[config.mk]
export PLATFORM = sky130hd
export DESIGN_NAME = seq_mult_unit
export DESIGN_NICKNAME = d
export VERILOG_FILES = /design/src/rtl/mult_pkg.sv /design/src/rtl/ripple_adder.sv /design/src/rtl/seq_mult_unit.sv
export SDC_FILE = /design/constraint.sdc
export NUM_CORES = 1
export LEC_CHECK = 0
export CORE_UTILIZATION = 51
export DETAILED_ROUTE_END_ITERATION = 6
export MAX_ROUTING_LAYER = met4
export PLACE_DENSITY = 0.76
export SYNTH_ARGS = -nofsm -noshare
export SYNTH_HDL_FRONTEND = slang
export SYNTH_SLANG_ARGS = --single-unit
[constraint.sdc]
create_clock -name clk -period 6.5 [get_ports clk]
set_clock_uncertainty 0.05 [all_clocks]
set_input_delay 1.3 -clock clk [delete_from_list [all_inputs] [get_ports clk]]
set_output_delay 1.3 -clock clk [all_outputs]
set_load 0.05 [all_outputs]
[src/rtl/mult_pkg.sv]
// Shared definitions for the shift-add sequential multiplier: FSM encoding,
// product-width helper and two's-complement magnitude function.
package mult_pkg;

  localparam logic [0:0] S_IDLE = 1'b0;
  localparam logic [0:0] S_CALC = 1'b1;

  // Widest operand the magnitude helper can handle.
  localparam int unsigned MAX_W = 64;

  function automatic int prod_width(input int w);
    return 2 * w;
  endfunction

  // Magnitude of the low w bits of v; negated only when signed and negative.
  // The most-negative value maps to 2^(w-1), which is exact as unsigned.
  function automatic logic [MAX_W-1:0] twos_mag(input logic [MAX_W-1:0] v,
                                                input int unsigned      w,
                                                input logic             sgn);
    logic [MAX_W-1:0] mask;
    logic             msb;
    mask = (w >= MAX_W) ? '1 : ((MAX_W'(1) << w) - MAX_W'(1));
    msb  = |(v & (MAX_W'(1) << (w - 1)));
    if (sgn && msb) begin
      return (~v + MAX_W'(1)) & mask;
    end
    return v & mask;
  endfunction

endpackage

[src/rtl/ripple_adder.sv]
// N-bit ripple-carry adder used for the partial-product accumulate.
// The final carry is not produced: the multiplier's sum never overflows.
module ripple_adder #(
  parameter int N = 16
) (
  input  logic [N-1:0] a_i,
  input  logic [N-1:0] b_i,
  input  logic         c_in_i,
  output logic [N-1:0] sum_o
);

  logic [N-1:0] carry;

  assign carry[0] = c_in_i;

  for (genvar gi = 0; gi < N; gi++) begin : g_bit
    assign sum_o[gi] = a_i[gi] ^ b_i[gi] ^ carry[gi];
    if (gi < N - 1) begin : g_carry
      assign carry[gi+1] = (a_i[gi] & b_i[gi]) | (carry[gi] & (a_i[gi] ^ b_i[gi]));
    end
  end

endmodule

[src/rtl/seq_mult_unit.sv]
// Shift-add sequential multiplier with start/busy/done handshake, supporting
// unsigned and two's-complement operands and early exit on an empty multiplier.
module seq_mult_unit
  import mult_pkg::*;
#(
  parameter int WIDTH = 8
) (
  input  logic               clk,
  input  logic               clr,
  input  logic               start,
  input  logic               signed_mode,
  input  logic [WIDTH-1:0]   a_in,
  input  logic [WIDTH-1:0]   b_in,
  output logic               busy,
  output logic               done,
  output logic [2*WIDTH-1:0] p_out
);

  localparam int PW = prod_width(WIDTH);

  logic [0:0]       state_q, state_d;
  logic [PW-1:0]    a_q, a_d;
  logic [WIDTH-1:0] b_q, b_d;
  logic [PW-1:0]    p_q, p_d;
  logic             neg_q, neg_d;
  logic [PW-1:0]    p_out_q, p_out_d;
  logic             done_q, done_d;

  logic [WIDTH-1:0] mag_a, mag_b;
  logic [PW-1:0]    acc_sum;

  assign mag_a = WIDTH'(twos_mag(MAX_W'(a_in), WIDTH, signed_mode));
  assign mag_b = WIDTH'(twos_mag(MAX_W'(b_in), WIDTH, signed_mode));

  ripple_adder #(
    .N(PW)
  ) u_add (
    .a_i   (p_q),
    .b_i   (a_q),
    .c_in_i(1'b0),
    .sum_o (acc_sum)
  );

  always_comb begin
    state_d = state_q;
    a_d     = a_q;
    b_d     = b_q;
    p_d     = p_q;
    neg_d   = neg_q;
    p_out_d = p_out_q;
    done_d  = 1'b0;
    case (state_q)
      S_IDLE: begin
        if (start) begin
          a_d     = PW'(mag_a);
          b_d     = mag_b;
          p_d     = '0;
          neg_d   = signed_mode & (a_in[WIDTH-1] ^ b_in[WIDTH-1]);
          state_d = S_CALC;
        end
      end
      S_CALC: begin
        // Empty multiplier means every remaining partial product is zero.
        if (b_q == '0) begin
          p_out_d = neg_q ? (~p_q + PW'(1)) : p_q;
          done_d  = 1'b1;
          state_d = S_IDLE;
        end else begin
          if (b_q[0]) begin
            p_d = acc_sum;
          end
          a_d = a_q << 1;
          b_d = b_q >> 1;
        end
      end
      default: state_d = S_IDLE;
    endcase
  end

  always_ff @(posedge clk or negedge clr) begin
    if (!clr) begin
      state_q <= S_IDLE;
      a_q     <= '0;
      b_q     <= '0;
      p_q     <= '0;
      neg_q   <= 1'b0;
      p_out_q <= '0;
      done_q  <= 1'b0;
    end else begin
      state_q <= state_d;
      a_q     <= a_d;
      b_q     <= b_d;
      p_q     <= p_d;
      neg_q   <= neg_d;
      p_out_q <= p_out_d;
      done_q  <= done_d;
    end
  end

  assign busy  = (state_q == S_CALC);
  assign done  = done_q;
  assign p_out = p_out_q;

endmodule

**Yosys cells after proc, flatten, opt, wreduce, memory -nomap -nowiden**

Index checks and enable logic that the tools add are counted.
W data, S select, Z words.

- Bits in registers: 59
- Input port bits: 20
- Output and inout bits: 18
- Logic and storage cells: 122

- Add/sub/neg operators: 3
- Equality and inequality tests: 3
- Muxes and demuxes: 22
- Bitwise operators: 80
- Reduce and logical (&&, ||, !) cells: 7

Operators with widths:

| kind | number |
|---|---|
| $mux W16 | 6 |
| $pmux W16 S2 | 2 |
| $mux W8 | 6 |
| $xor A1 B1 Y1 | 32 |
| $and A1 B1 Y1 | 30 |
| $add A16 B1 Y16 const B | 1 |
| $add A8 B1 Y8 const B | 2 |
| $not A16 Y16 | 1 |
| $not A8 Y8 | 2 |
| $pmux W8 S2 | 1 |
| $or A1 B1 Y1 | 14 |
| $logic_not A8 Y1 | 1 |
| $mux W1 | 6 |
| $reduce_and A2 Y1 | 3 |
| $ne A2 B2 Y1 const B | 2 |
| $reduce_and A3 Y1 | 1 |
| $logic_and A1 B1 Y1 | 2 |
| $ne A2 B1 Y1 const B | 1 |
| $pmux W1 S2 | 1 |
| $not A1 Y1 | 1 |

**Depth between registers and ports, before layout**

Gate-level depths: netlist of run 1.

- Depth after elaboration: 33
- Depth in mapped cells: 22
- Gate-level depth less buffers: 22

**By module**

Synthesis of run 1 repeated with hierarchy kept, for this count alone.

- Cells, all modules: 335
- Area, all modules: 3,255.6 um^2

Modules (own cells, without submodules):

| module | times used | cells each | area an instance (um^2) | sequential area each (um^2) |
|---|---|---|---|---|
| seq_mult_unit | 1 | 314 | 2,912.8 | 1,476.4 |
| ripple_adder | 1 | 21 | 342.8 | 0.0 |

**Least setup slack after synthesis of run 1**

No wires, ideal clock.

- Path type: flip-flop to flip-flop
- Start: register p_q[0]
- End: register p_q[15]
- Library setup time: 121 ps
- Arrival time: 6,233 ps
- Data required time: 6,329 ps
- Slack: 96 ps
- Stages on the path, launching flop included: 23
- Buffers on the path: 0
- Period minus slack after synthesis: 6,404 ps
- Cells stage by stage: dfrtp_1 ha_1 inv_1 fa_1 fa_1 fa_1 fa_1 fa_1 fa_1 fa_1 fa_1 fa_1 fa_1 fa_1 fa_1 inv_1 fa_1 inv_1 fa_1 xor2_1 nor3_1 a21o_1 a22o_1

- Word-level cells in the longest chain between the ends: 33

RTL lines:

| element | line | text |
|---|---|---|
| from (decl) | seq_mult_unit.sv:24 | `logic [PW-1:0] p_q, p_d;` |
| from (signal assigned) | seq_mult_unit.sv:93 | `p_q <= p_d;` |
| $and A1 B1 Y1 (2 in a row) | ripple_adder.sv:19 | `assign carry[gi+1] = (a_i[gi] & b_i[gi]) \| (carry[gi] & (a_i[gi] ^ b_i[gi]));` |
| $or A1 B1 Y1 | ripple_adder.sv:19 |  |
| $and A1 B1 Y1 | ripple_adder.sv:19 |  |
| $or A1 B1 Y1 | ripple_adder.sv:19 |  |
| $and A1 B1 Y1 | ripple_adder.sv:19 |  |
| $or A1 B1 Y1 | ripple_adder.sv:19 |  |
| $and A1 B1 Y1 | ripple_adder.sv:19 |  |
| $or A1 B1 Y1 | ripple_adder.sv:19 |  |
| (+16 left out) | - |  |
| $and A1 B1 Y1 | ripple_adder.sv:19 |  |
| $or A1 B1 Y1 | ripple_adder.sv:19 |  |
| $and A1 B1 Y1 | ripple_adder.sv:19 |  |
| $or A1 B1 Y1 | ripple_adder.sv:19 |  |
| $xor A1 B1 Y1 | ripple_adder.sv:17 | `assign sum_o[gi] = a_i[gi] ^ b_i[gi] ^ carry[gi];` |
| $mux W16 | seq_mult_unit.sv:69 | `if (b_q[0]) begin` |
| $mux W16 | seq_mult_unit.sv:64 | `if (b_q == '0) begin` |
| $pmux W16 S2 | seq_mult_unit.sv:52 | `case (state_q)` |

No other way between the ends. The select of a mux whose other input is x is not followed.
A chain may end at the register's enable or synchronous reset.

**Final worst setup path of run 1**

- Start: register a_q[0]
- End: register p_q[15]

- Word-level cells in the longest chain between the ends: 33

RTL lines:

| element | line | text |
|---|---|---|
| from (decl) | seq_mult_unit.sv:22 | `logic [PW-1:0] a_q, a_d;` |
| from (signal assigned) | seq_mult_unit.sv:83 | `a_q <= '0;` |
| from (signal assigned) | seq_mult_unit.sv:91 | `a_q <= a_d;` |
| $and A1 B1 Y1 (2 in a row) | ripple_adder.sv:19 |  |
| $or A1 B1 Y1 | ripple_adder.sv:19 |  |
| $and A1 B1 Y1 | ripple_adder.sv:19 |  |
| $or A1 B1 Y1 | ripple_adder.sv:19 |  |
| $and A1 B1 Y1 | ripple_adder.sv:19 |  |
| $or A1 B1 Y1 | ripple_adder.sv:19 |  |
| $and A1 B1 Y1 | ripple_adder.sv:19 |  |
| $or A1 B1 Y1 | ripple_adder.sv:19 |  |
| (+16 left out) | - |  |
| $and A1 B1 Y1 | ripple_adder.sv:19 |  |
| $or A1 B1 Y1 | ripple_adder.sv:19 |  |
| $and A1 B1 Y1 | ripple_adder.sv:19 |  |
| $or A1 B1 Y1 | ripple_adder.sv:19 |  |
| $xor A1 B1 Y1 | ripple_adder.sv:17 |  |
| $mux W16 | seq_mult_unit.sv:69 |  |
| $mux W16 | seq_mult_unit.sv:64 |  |
| $pmux W16 S2 | seq_mult_unit.sv:52 |  |

No other way between the ends. The select of a mux whose other input is x is not followed.

==> results by group, run 1 <==
Worst setup path
  • WP buf/inv: 3
  • Crit path max-delay family: adder cells
  • Crit Path Class: reg -> reg
  • Largest stage delay, worst path: between 0.3 and 0.4 ns
  • WP data required: ~6.7 ns
  • Startpoint types: flop
  • Critical path arrival: 6.48 ns
  • CP cell instances: ha_1 -> inv_1 -> fa_1 -> fa_2 -> fa_2 -> fa_2 -> fa_1 -> fa_2 -> fa_1 -> fa_2 -> fa_2 -> fa_2 -> fa_1 -> fa_1 -> inv_1 -> fa_1 -> inv_1 -> fa_1 -> xor2_1 -> nor3_1 -> a21o_1 -> a22o_1
  • CP max stage cell: fa_1
  • Setup crit end kind: flop
  • Largest fanout on the critical path: 2

Die
  • DIE WIDTH: slightly above 80 um
  • FP Rows: 29
  • Starting Density: 0.527
  • Die area: roughly 6900 um^2
  • Top Ports: 38
  • Core footprint: ~6300 um^2
  • Die Ht: around 83 um

Drt
  • DRT Wirelength: 6500 um
  • Drc violations: 0
  • WL/cell: approximately 14 um
  • Post-route ant nets: 0
  • DR vias: around 2600
  • DR vias/cell: 5.30
  • DR iter-0 viols: 94
  • DR pass1 iterations: 4

CTS
  • CTS max path bufs: 2
  • H-tree depth: 3
  • CTS clk-pin slew, worst paths: 0.07 ns
  • CTS sink cnt: 59
  • Clock root buffer: clkbuf_8
  • TritonCTS clock tree: done
  • Num CTS Buffers: 9
  • Clock latency on the worst-skew pair: 0.34 ns
  • Hold Buf Count CTS: 0

STA
  • Least-Margin Pin Slew: ~1.0 ns
  • Peak Freq: 0.159 GHz
  • Rel. slew slack: 0.299
  • Max Slew Vio Count: 0
  • Minimum clock period: approximately 6.3 ns
  • Fin. Hold Viols: 0
  • Setup violations, final: 0
  • RSZ-0062 raised after global routing: false
  • Final Cycle Share: 0.969

Logic synthesis
  • Synth area leaders: dfrtp_1, fa_1, nand2_1
  • Netlist Area Pre-Place: 3350 um^2
  • Syn Area/Cell: between 9 and 10 um^2
  • Share of the synthesized area in the top cell type: 0.441
  • Area leader, netlist: dfrtp_1
  • Syn Nets: 397
  • Fraction of registers with async set or reset after synthesis: 1.00
  • Sequential area share after synthesis: 0.441
  • Post-synth top cells: nand2_1, dfrtp_1, inv_1, o21ai_0
  • Yosys reg bits: 59
  • Post-synth EDFFs: 0
  • Mapped Cells: between 300 and 400
  • Unique masters post-synth: 40
  • Post-synth top flop: dfrtp_1
  • Synth warn: 0
  • Most frequent cell after synthesis: nand2_1

Place
  • IO Port Bufs: 37
  • GP Congestion: approximately 0.76
  • DP HPWL: roughly 4700 um

Global route
  • Initial antenna violation count: 0
  • GRT Overall Usage: 0.218
  • Largest net degree at the start of global routing: 60
  • Grt total ovfl: 0
  • First-pass GRT wire length: about 12000 um
  • Vias in the first global route: ~2600

Run status
  • Status: finished clean

Pwr
  • Max VDD drop: 0.275 mV
  • Pleak: 1.78 nW
  • Pwr Density: 473 nW/um^2
  • Power, Total: between 1.5 and 2 mW

Final layout
  • Fin nets: roughly 440
  • ANT cells: 0
  • Area Growth Syn to Fin: 19.0%
  • Share of cells above drive strength 1: 0.0916
  • Final core utilization: 0.627

Run
  • Max-cap viol count: 0

Worst hold path
  • Class of the worst hold path: reg -> reg
timing repair:
item                       4_1_cts  5_1_grt
pin swaps                        1        1
resized for setup                3        4
hold endpoints to repair         0        0
buffers inserted                 0        2
setup endpoints to repair        1        1
final cells by class:
| cell class | instances | area (um^2) |
|---|---|---|
| Fill cell | 559 | 2370 |
| Sequential cell | 59 | 1480 |
| Multi-Input combinational cell | 244 | 1660 |
| Clock inverter | 2 | 10.0 |
| Clock buffer | 14 | 163 |
| Inverter | 40 | 150 |
| Tap cell | 77 | 96.3 |
| Timing Repair Buffer | 45 | 425 |
per-stage QoR:
stage	setup WS (ns)	instance area, um^2	std cells	hold WS (ns)	TNS (ns)
after detailed placement	-0.0795	3770	463	0.421	-0.0795
final	0.203	3980	481	0.433	0
after CTS	0.0235	3960	479	0.434	0
after global placement	0.0165	3770	463	0.411	0
after floorplan	0.0963	3350	359	0.400	0
after global routing	0.000741	3980	481	0.463	0
cells by family after synthesis:
logic type / count (synthesis) / synth area share
compound gates: 77 / 0.139
xor+xnor: 23 / 0.0602
fa+ha+maj: 18 / 0.0987
buf+inv: 56 / 0.0681
flops: 59 / 0.441
mux: 8 / 0.0239
simple gates: 118 / 0.169
worst reg2reg max path, cell delays in order, from the launching register on:
cell and delay, ns:
dfrtp_1 0.36, ha_1 0.15, inv_1 0.05, fa_1 0.38, fa_2 0.35, fa_2 0.35
fa_2 0.34, fa_1 0.39, fa_2 0.36, fa_1 0.39, fa_2 0.35, fa_2 0.35
fa_2 0.34, fa_1 0.38, fa_1 0.36, inv_1 0.08, fa_1 0.16, inv_1 0.05
fa_1 0.37, xor2_1 0.20, nor3_1 0.07, a21o_1 0.16, a22o_1 0.17
state kept, by name, summed over array words and instances (netlist names):
| signal | count |
|---|---|
| b_q | 8 |
| a_q | 16 |
| p_out | 16 |
| busy | 1 |
| done | 1 |
| neg_q | 1 |
| p_q | 16 |
report_power, final:
part	leakage [nW]	switching, mW	internal [mW]
sequential	0.762	0.111	0.512
clock	0.0905	0.139	0.158
combinational	0.931	0.592	0.370
per-layer routing:
metal | share of wire | up-vias | track usage | wire length, um
li1 | - | 1279 | - | -
met1 | 0.44 | 1198 | 0.269 | 2890
met2 | 0.49 | 60 | 0.344 | 3200
met3 | 0.038 | 14 | 0.0308 | 246
met4 | 0.024 | 0 | 0.129 | 157
met5 | 0 | - | - | 0
worst paths after layout:
check	end	slack (ns)	from	depth (start not counted)
setup / recovery	p_q[15]	0.20	a_q[0]	22
hold / removal	p_out[8]	0.43	p_out[8]	2
setup reg to reg	p_q[15]	0.20	a_q[0]	22
hold reg to reg	p_out[8]	0.43	p_out[8]	2
max in group asynchronous	b_q[3]	4.88	clr	2
min in group asynchronous	done	1.05	clr	2
placed cells by master (no fill, tap or decap), types with 2 or more instances in the layout:
cell,Yosys,layout
o21ai_0,37,37
clkinv_2,0,2
clkbuf_1,12,3
nor2_1,10,10
or3_1,3,3
fa_1,14,7
a21o_1,2,2
a31oi_1,4,4
nand3b_1,14,14
dfrtp_1,59,59
nor3_1,5,5
xor2_1,9,9
ha_1,4,4
xnor2_1,14,14
clkbuf_8,1,11
a21oi_1,11,11
a22o_1,2,2
mux2i_1,8,8
inv_1,40,40
o41ai_1,2,2
o21ai_1,2,2
clkdlybuf4s50_1,0,36
o22ai_1,6,6
nand3_1,7,7
fa_2,0,7
o31ai_1,6,6
or4_4,2,2
nand2_1,69,69
buf_4,0,8
Note: power is estimated with default switching activity, not from simulation.
==> run 2: changes to the inputs <==
Settings changed: CELL_PAD_IN_SITES_DETAIL_PLACEMENT set to 0, CELL_PAD_IN_SITES_GLOBAL_PLACEMENT set to 1, CORE_UTILIZATION 51 to 39, PLACE_DENSITY 0.76 to not set, PLACE_DENSITY_LB_ADDON set to 0.1, SLEW_MARGIN set to 15.
==> run 2 against run 1 <==
Net effect: sequential power is 2% higher; first-iteration DRC count is 37% lower; critical path depth stayed put; maximum frequency is 0.69% higher; total power is 0.29% lower; wire length is 0.82% lower; global-route usage is 4.7 points lower; worst hold slack worse by 0.0069 ns; count of clock-buffer cells in the layout is 1 lower.
==> results by group, run 2 (same netlist as run 1, synthesis figures left out) <==
Die
  • FP Rows: 33 (+14%)
  • Die area: 8950 um^2 (+30%)
  • Starting Density: 0.405 (-0.122)
  • DIE WIDTH: 94.6 um (+14%)
  • Core footprint: 8260 um^2 (+30%)
  • Top Ports: 38 (unchanged)
  • Die Ht: 94.6 um (+14%)

CTS
  • H-tree depth: 3 (unchanged)
  • CTS sink cnt: 59 (unchanged)
  • Hold Buf Count CTS: 0 (unchanged)
  • CTS clk-pin slew, worst paths: 0.06 ns (about the same)
  • Num CTS Buffers: 9 (unchanged)
  • Clock root buffer: clkbuf_8
  • TritonCTS clock tree: done
  • CTS max path bufs: 2 (unchanged)
  • Clock latency on the worst-skew pair: 0.33 ns (about the same)

Worst setup path
  • Critical path arrival: 6.43 ns (-0.05 ns)
  • CP cell instances: ha_1 -> inv_1 -> fa_1 -> fa_1 -> fa_1 -> fa_2 -> fa_2 -> fa_2 -> fa_2 -> fa_2 -> fa_2 -> fa_2 -> fa_1 -> fa_1 -> inv_1 -> fa_1 -> inv_1 -> fa_1 -> xor2_1 -> nor3_1 -> a21o_1 -> a22o_1
  • Largest fanout on the critical path: 2 (unchanged)
  • CP max stage cell: fa_1
  • Startpoint types: flop
  • Largest stage delay, worst path: 0.39 ns (about the same)
  • WP data required: 6.67 ns (about the same)
  • Crit Path Class: reg -> reg
  • Setup crit end kind: flop

Place
  • GP Congestion: 0.735 (-3.8%)
  • Placed cell count: 492 (+6.3%)
  • IO Port Bufs: 37 (unchanged)
  • DP HPWL: 4770 um (+1.9%)
  • Setup WS pre-CTS: -0.0931 ns (-0.0136 ns)

Run
  • Max-cap viol count: 0 (unchanged)

STA
  • Least-Margin Pin Slew: 0.894 ns (-0.152 ns)
  • Setup TNS: 0 ns (unchanged)
  • Final Cycle Share: 0.962 (-0.00662)
  • Rel. slew slack: 0.403 (+0.104)
  • Max Slew Vio Count: 0 (unchanged)
  • Fin. Hold Viols: 0 (unchanged)
  • Minimum clock period: 6.25 ns (-0.0430 ns)
  • RSZ-0062 raised after global routing: false
  • Setup ws final: 0.246 ns (+0.0430 ns)
  • Peak Freq: 0.160 GHz (+0.69%)
  • Setup violations, final: 0 (unchanged)
  • Hold WS: 0.426 ns (-0.00685 ns)

Drt
  • DR pass1 iterations: 4 (unchanged)
  • DR vias/cell: 4.77 (-10%)
  • Drc violations: 0 (unchanged)
  • WL/cell: 12.7 um (-6.1%)
  • DR iter-0 viols: 59 (-37%)
  • Post-route ant nets: 0 (unchanged)
  • DRT Wirelength: 6440 um (-0.82%)
  • DR vias: 2421 (-5.1%)

Final layout
  • Commonest non-fill, non-tap cell in the layout: nand2_1
  • Share of cells above drive strength 1: 0.0943 (+0.00271)
  • ANT cells: 0 (unchanged)
  • Fin nets: 437 (unchanged)
  • Area Growth Syn to Fin: 20.2%
  • Most frequent cells in the layout: nand2_1, dfrtp_1, inv_1
  • Layout Cells excl Fill: 508 (+5.6%)

Run status
  • Status: finished clean

Pwr
  • Power, Total: 1.88 mW (-0.29%)
  • Max VDD drop: 0.135 mV (-51%)
  • Pleak: 1.79 nW (+0.21%)
  • Pwr Density: 467 nW/um^2 (-1.3%)

Worst hold path
  • Class of the worst hold path: reg -> reg

Global route
  • First-pass GRT wire length: 11400 um (-1.8%)
  • Vias in the first global route: 2394 (-7.2%)
  • Grt total ovfl: 0 (unchanged)
  • Largest net degree at the start of global routing: 60 (unchanged)
  • GRT Overall Usage: 0.171 (-0.0469)
  • Initial antenna violation count: 0 (unchanged)
run 2: cell count changes in the layout (fill, tap and decap cells not counted):
| cell | delta |
|---|---|
| clkbuf_8 | +1 |
| clkbuf_1 | -2 |
run 2: repair_timing:
action | 4_1_cts | 5_1_grt
hold endpoints to repair | 0 | 0
pin swaps | 1 | 1
setup buffers | 0 | 1
setup endpoints to repair | 1 | 1
gates resized for setup | 3 | 4
run 2: path summary, 6_finish.rpt:
kind / depth (start not counted) / start / endpoint / slack [ns]
setup / recovery: 22 / a_q[0] / p_q[15] / 0.25
setup reg to reg: 22 / a_q[0] / p_q[15] / 0.25
hold / removal: 2 / p_out[6] / p_out[6] / 0.43
max in group asynchronous: 2 / clr / a_q[6] / 4.85
min in group asynchronous: 2 / clr / p_out[9] / 1.07
hold reg to reg: 2 / p_out[6] / p_out[6] / 0.43
run 2: power by group:
part / switching [mW] / leakage [nW] / internal, mW
Clock: 0.135 / 0.0953 / 0.166
Combinational: 0.567 / 0.930 / 0.371
Sequential: 0.126 / 0.762 / 0.512
Total: 0.828 / 1.79 / 1.05
run 2: worst max-delay path, delay by kind of cell (launching register included):
kind,cells,cell delay [ns]
AO/OA/AOI/OAI,2,0.32
XOR/XNOR,1,0.17
adder cells (fa/ha/maj),15,5.00
buffers and inverters,3,0.17
flip-flops,1,0.36
AND/OR/NAND/NOR,1,0.06
run 2: metal layers:
| metal | global-route usage | part of all wire | up-vias |
|---|---|---|---|
| met1 | 0.227 | 0.49 | 1081 |
| met4 | 0.0795 | 0.021 | 0 |
| met5 | - | 0 | - |
| li1 | - | - | 1278 |
| met3 | 0.0266 | 0.034 | 11 |
| met2 | 0.257 | 0.45 | 51 |
run 2: area by class of cell:
cell class | instances | area, um^2
timing repair buffer | 45 | 425
fill | 833 | 4240
inverter | 40 | 150
clock buffer | 13 | 169
sequential | 59 | 1480
multi-input combinational | 244 | 1660
clock inverter | 2 | 10.0
tap | 105 | 131
run 2: metrics by stage:
stage / area, um^2 / utilization
2_1_floorplan: 3350 / -
3_3_place_gp: 3820 / 0.462
3_5_place_dp: 3820 / 0.462
4_1_cts: 4000 / 0.485
5_1_grt: 4020 / 0.487
6_report: 4020 / 0.487
==> run 3: changes to the inputs <==
Settings changed: CORE_UTILIZATION 39 to 40, CTS_BUF_LIST set to sky130_fd_sc_hd__clkbuf_4 sky130_fd_sc_hd__clkbuf_8.
==> run 3 against run 2 <==
Net effect: non-clock buffer count down 1; final cell count is 0.59% lower; first-iteration DRC count grew 22%; critical path type unchanged.
==> results by group, run 3 (same netlist as run 1, synthesis figures left out) <==
Run status
  • Status: finished clean

CTS
  • TritonCTS clock tree: done
  • H-tree depth: 3 (unchanged)
  • CTS max path bufs: 2 (unchanged)
  • Clock latency on the worst-skew pair: 0.32 ns (about the same)
  • Clock root buffer: clkbuf_8
  • Hold Buf Count CTS: 0 (unchanged)
  • CTS sink cnt: 59 (unchanged)
  • Num CTS Buffers: 9 (unchanged)
  • CTS clk-pin slew, worst paths: 0.06 ns (about the same)

Worst setup path
  • Critical path arrival: 6.38 ns (-0.05 ns)
  • Worst r2r src: p_q[0]
  • Setup crit end kind: flop
  • R2R setup slack: 0.28 ns (+0.03 ns)
  • Worst r2r path cells: 22 (unchanged)
  • WP data required: 6.66 ns (about the same)
  • Startpoint types: flop
  • Crit Path Class: reg -> reg
  • Largest fanout on the critical path: 2 (unchanged)
  • RR Endpoint: p_q[15]

Worst hold path
  • Class of the worst hold path: reg -> reg
  • Hold Path Sink: p_out[6]
  • Hold Startpoint: p_out[6]
  • Hold depth: 2 (unchanged)

Drt
  • DR iter-0 viols: 72 (+22%)
  • DR vias/cell: 4.87 (+2.2%)
  • WL/cell: 12.6 um (-0.58%)
  • Post-route ant nets: 0 (unchanged)
  • DRT Wirelength: 6370 um (-1.2%)
  • DR pass1 iterations: 4 (unchanged)
  • Drc violations: 0 (unchanged)
  • DR vias: 2460 (+1.6%)

Final layout
  • Fill cell count: 752 (-9.7%)
  • Area Growth Syn to Fin: 19.6%
  • Final core utilization: 0.507 (+0.0205)
  • Design Area, Final: 4000 um^2 (-0.47%)
  • Fin nets: 436 (-0.23%)
  • Most frequent cells in the layout: nand2_1, dfrtp_1, inv_1
  • Commonest non-fill, non-tap cell in the layout: nand2_1
  • ANT cells: 0 (unchanged)
  • Share of cells above drive strength 1: 0.0993 (+0.00496)

Pwr
  • Pwr Density: 465 nW/um^2 (-0.37%)
  • Net Switching: 0.827 mW (about the same)
  • Internal power: 1.03 mW (-1.4%)
  • Clock network power share: 0.155 (-0.006)
  • Sw Ratio: 0.444 (+0.00334)
  • Share of total power in combinational logic: 0.505 (+0.005)
  • Pleak: 1.78 nW (-0.29%)
  • Seq pwr share: 0.340 (about the same)
  • Max VDD drop: 0.151 mV (+11%)

Place
  • GP Congestion: 0.708 (-3.7%)
  • Area of placed instances: 3810 um^2 (about the same)
  • DP HPWL: 4640 um (-2.8%)
  • Setup WS pre-CTS: -0.0936 ns (-0.000469 ns)
  • IO Port Bufs: 37 (unchanged)

STA
  • Setup ws final: 0.279 ns (+0.0334 ns)
  • Least-Margin Pin Slew: 0.869 ns (-0.0244 ns)
  • Max Slew Vio Count: 0 (unchanged)
  • Final Cycle Share: 0.957 (-0.00514)
  • RSZ-0062 raised after global routing: false
  • Minimum clock period: 6.22 ns (-0.0334 ns)
  • Peak Freq: 0.161 GHz (+0.54%)
  • Fin. Hold Viols: 0 (unchanged)
  • Setup violations, final: 0 (unchanged)
  • Rel. slew slack: 0.419 (+0.0163)

Global route
  • Largest net degree at the start of global routing: 60 (unchanged)
  • Grt total ovfl: 0 (unchanged)
  • Initial antenna violation count: 0 (unchanged)
  • First-pass GRT wire length: 11100 um (-1.8%)
  • GRT Overall Usage: 0.172 (+0.000617)
  • Vias in the first global route: 2294 (-4.2%)

Die
  • FP Rows: 32 (-3.0%)
  • Core footprint: 7890 um^2 (-4.5%)
  • DIE WIDTH: 93.5 um (-1.2%)
  • Die area: 8730 um^2 (-2.4%)
  • Top Ports: 38 (unchanged)
  • Starting Density: 0.424 (+0.0190)
  • Die Ht: 93.5 um (-1.2%)

Run
  • Max-cap viol count: 0 (unchanged)
run 3: cell types whose count changed in the layout (fill, tap and decap cells not counted):
cell,change
fa_2,+1
clkinv_2,+1
clkbuf_4,+4
buf_4,-1
clkbuf_8,-3
clkbuf_1,-1
fa_1,-1
run 3: worst max-delay path, stage by stage (launching register included):
cell,delay [ns]
dfrtp_1,0.35
ha_1,0.15
inv_1,0.05
fa_1,0.38
fa_2,0.35
fa_2,0.35
fa_2,0.35
fa_2,0.35
fa_2,0.35
fa_2,0.35
fa_2,0.34
fa_1,0.39
fa_2,0.35
fa_1,0.38
fa_1,0.36
inv_1,0.07
fa_1,0.15
inv_1,0.05
fa_1,0.36
xor2_1,0.18
nor3_1,0.07
a21o_1,0.16
a22o_1,0.17
run 3: power by group through the flow:
| stage | clock [mW] | sequential, mW | combinational [mW] |
|---|---|---|---|
| after floorplan | 0 | 0.741 | 0.596 |
| after global placement | 0 | 0.637 | 0.938 |
| after detailed placement | 0 | 0.643 | 0.943 |
| after CTS | 0.297 | 0.637 | 0.947 |
| after global routing | 0.315 | 0.657 | 1.07 |
| final | 0.288 | 0.634 | 0.940 |
run 3: metal layers:
metal  global-route usage  wire length (um)
met5                    -                 0
met4               0.0731                76
met3               0.0268               173
met2                0.265              2960
met1                0.226              3160
run 3: how the worst max path moves through the flow:
stage	startpoint	end	slack [ns]
6_report	p_q[0]	p_q[15]	0.28
5_1_grt	a_q[0]	p_q[15]	0.02
4_1_cts	a_q[0]	p_q[15]	0.01
3_5_place_dp	a_q[0]	p_q[15]	-0.09
3_3_place_gp	a_q[0]	p_q[15]	-0.04
2_1_floorplan	p_q[0]	p_q[15]	0.1
run 3: metrics by stage:
step	hold slack, ns	setup TNS [ns]	total power [mW]	cells
CTS	0.434	0	1.88	505
global route	0.450	0	2.04	505
detailed placement	0.420	-0.0936	1.59	489
floorplan	0.400	0	1.34	359
finish	0.427	0	1.86	505
global placement	0.413	-0.0362	1.58	489
run 3: cell type report:
class | count | area [um^2] | area share
clock buffers | 13 | 154 | 0.0384
clock inverters | 3 | 15.0 | 0.00375
inverters | 40 | 150 | 0.0375
multi-input cells | 244 | 1660 | 0.415
flip-flops and latches | 59 | 1480 | 0.369
well taps | 102 | 128 | 0.0319
repair buffers | 44 | 418 | 0.104
run 3: what timing repair did:
action                                  CTS  global route
endpoints found under the setup margin    1             1
cloned                                    0             0
gates resized for setup                   3             5
buffers inserted                          0             0
pin swaps                                 1             1
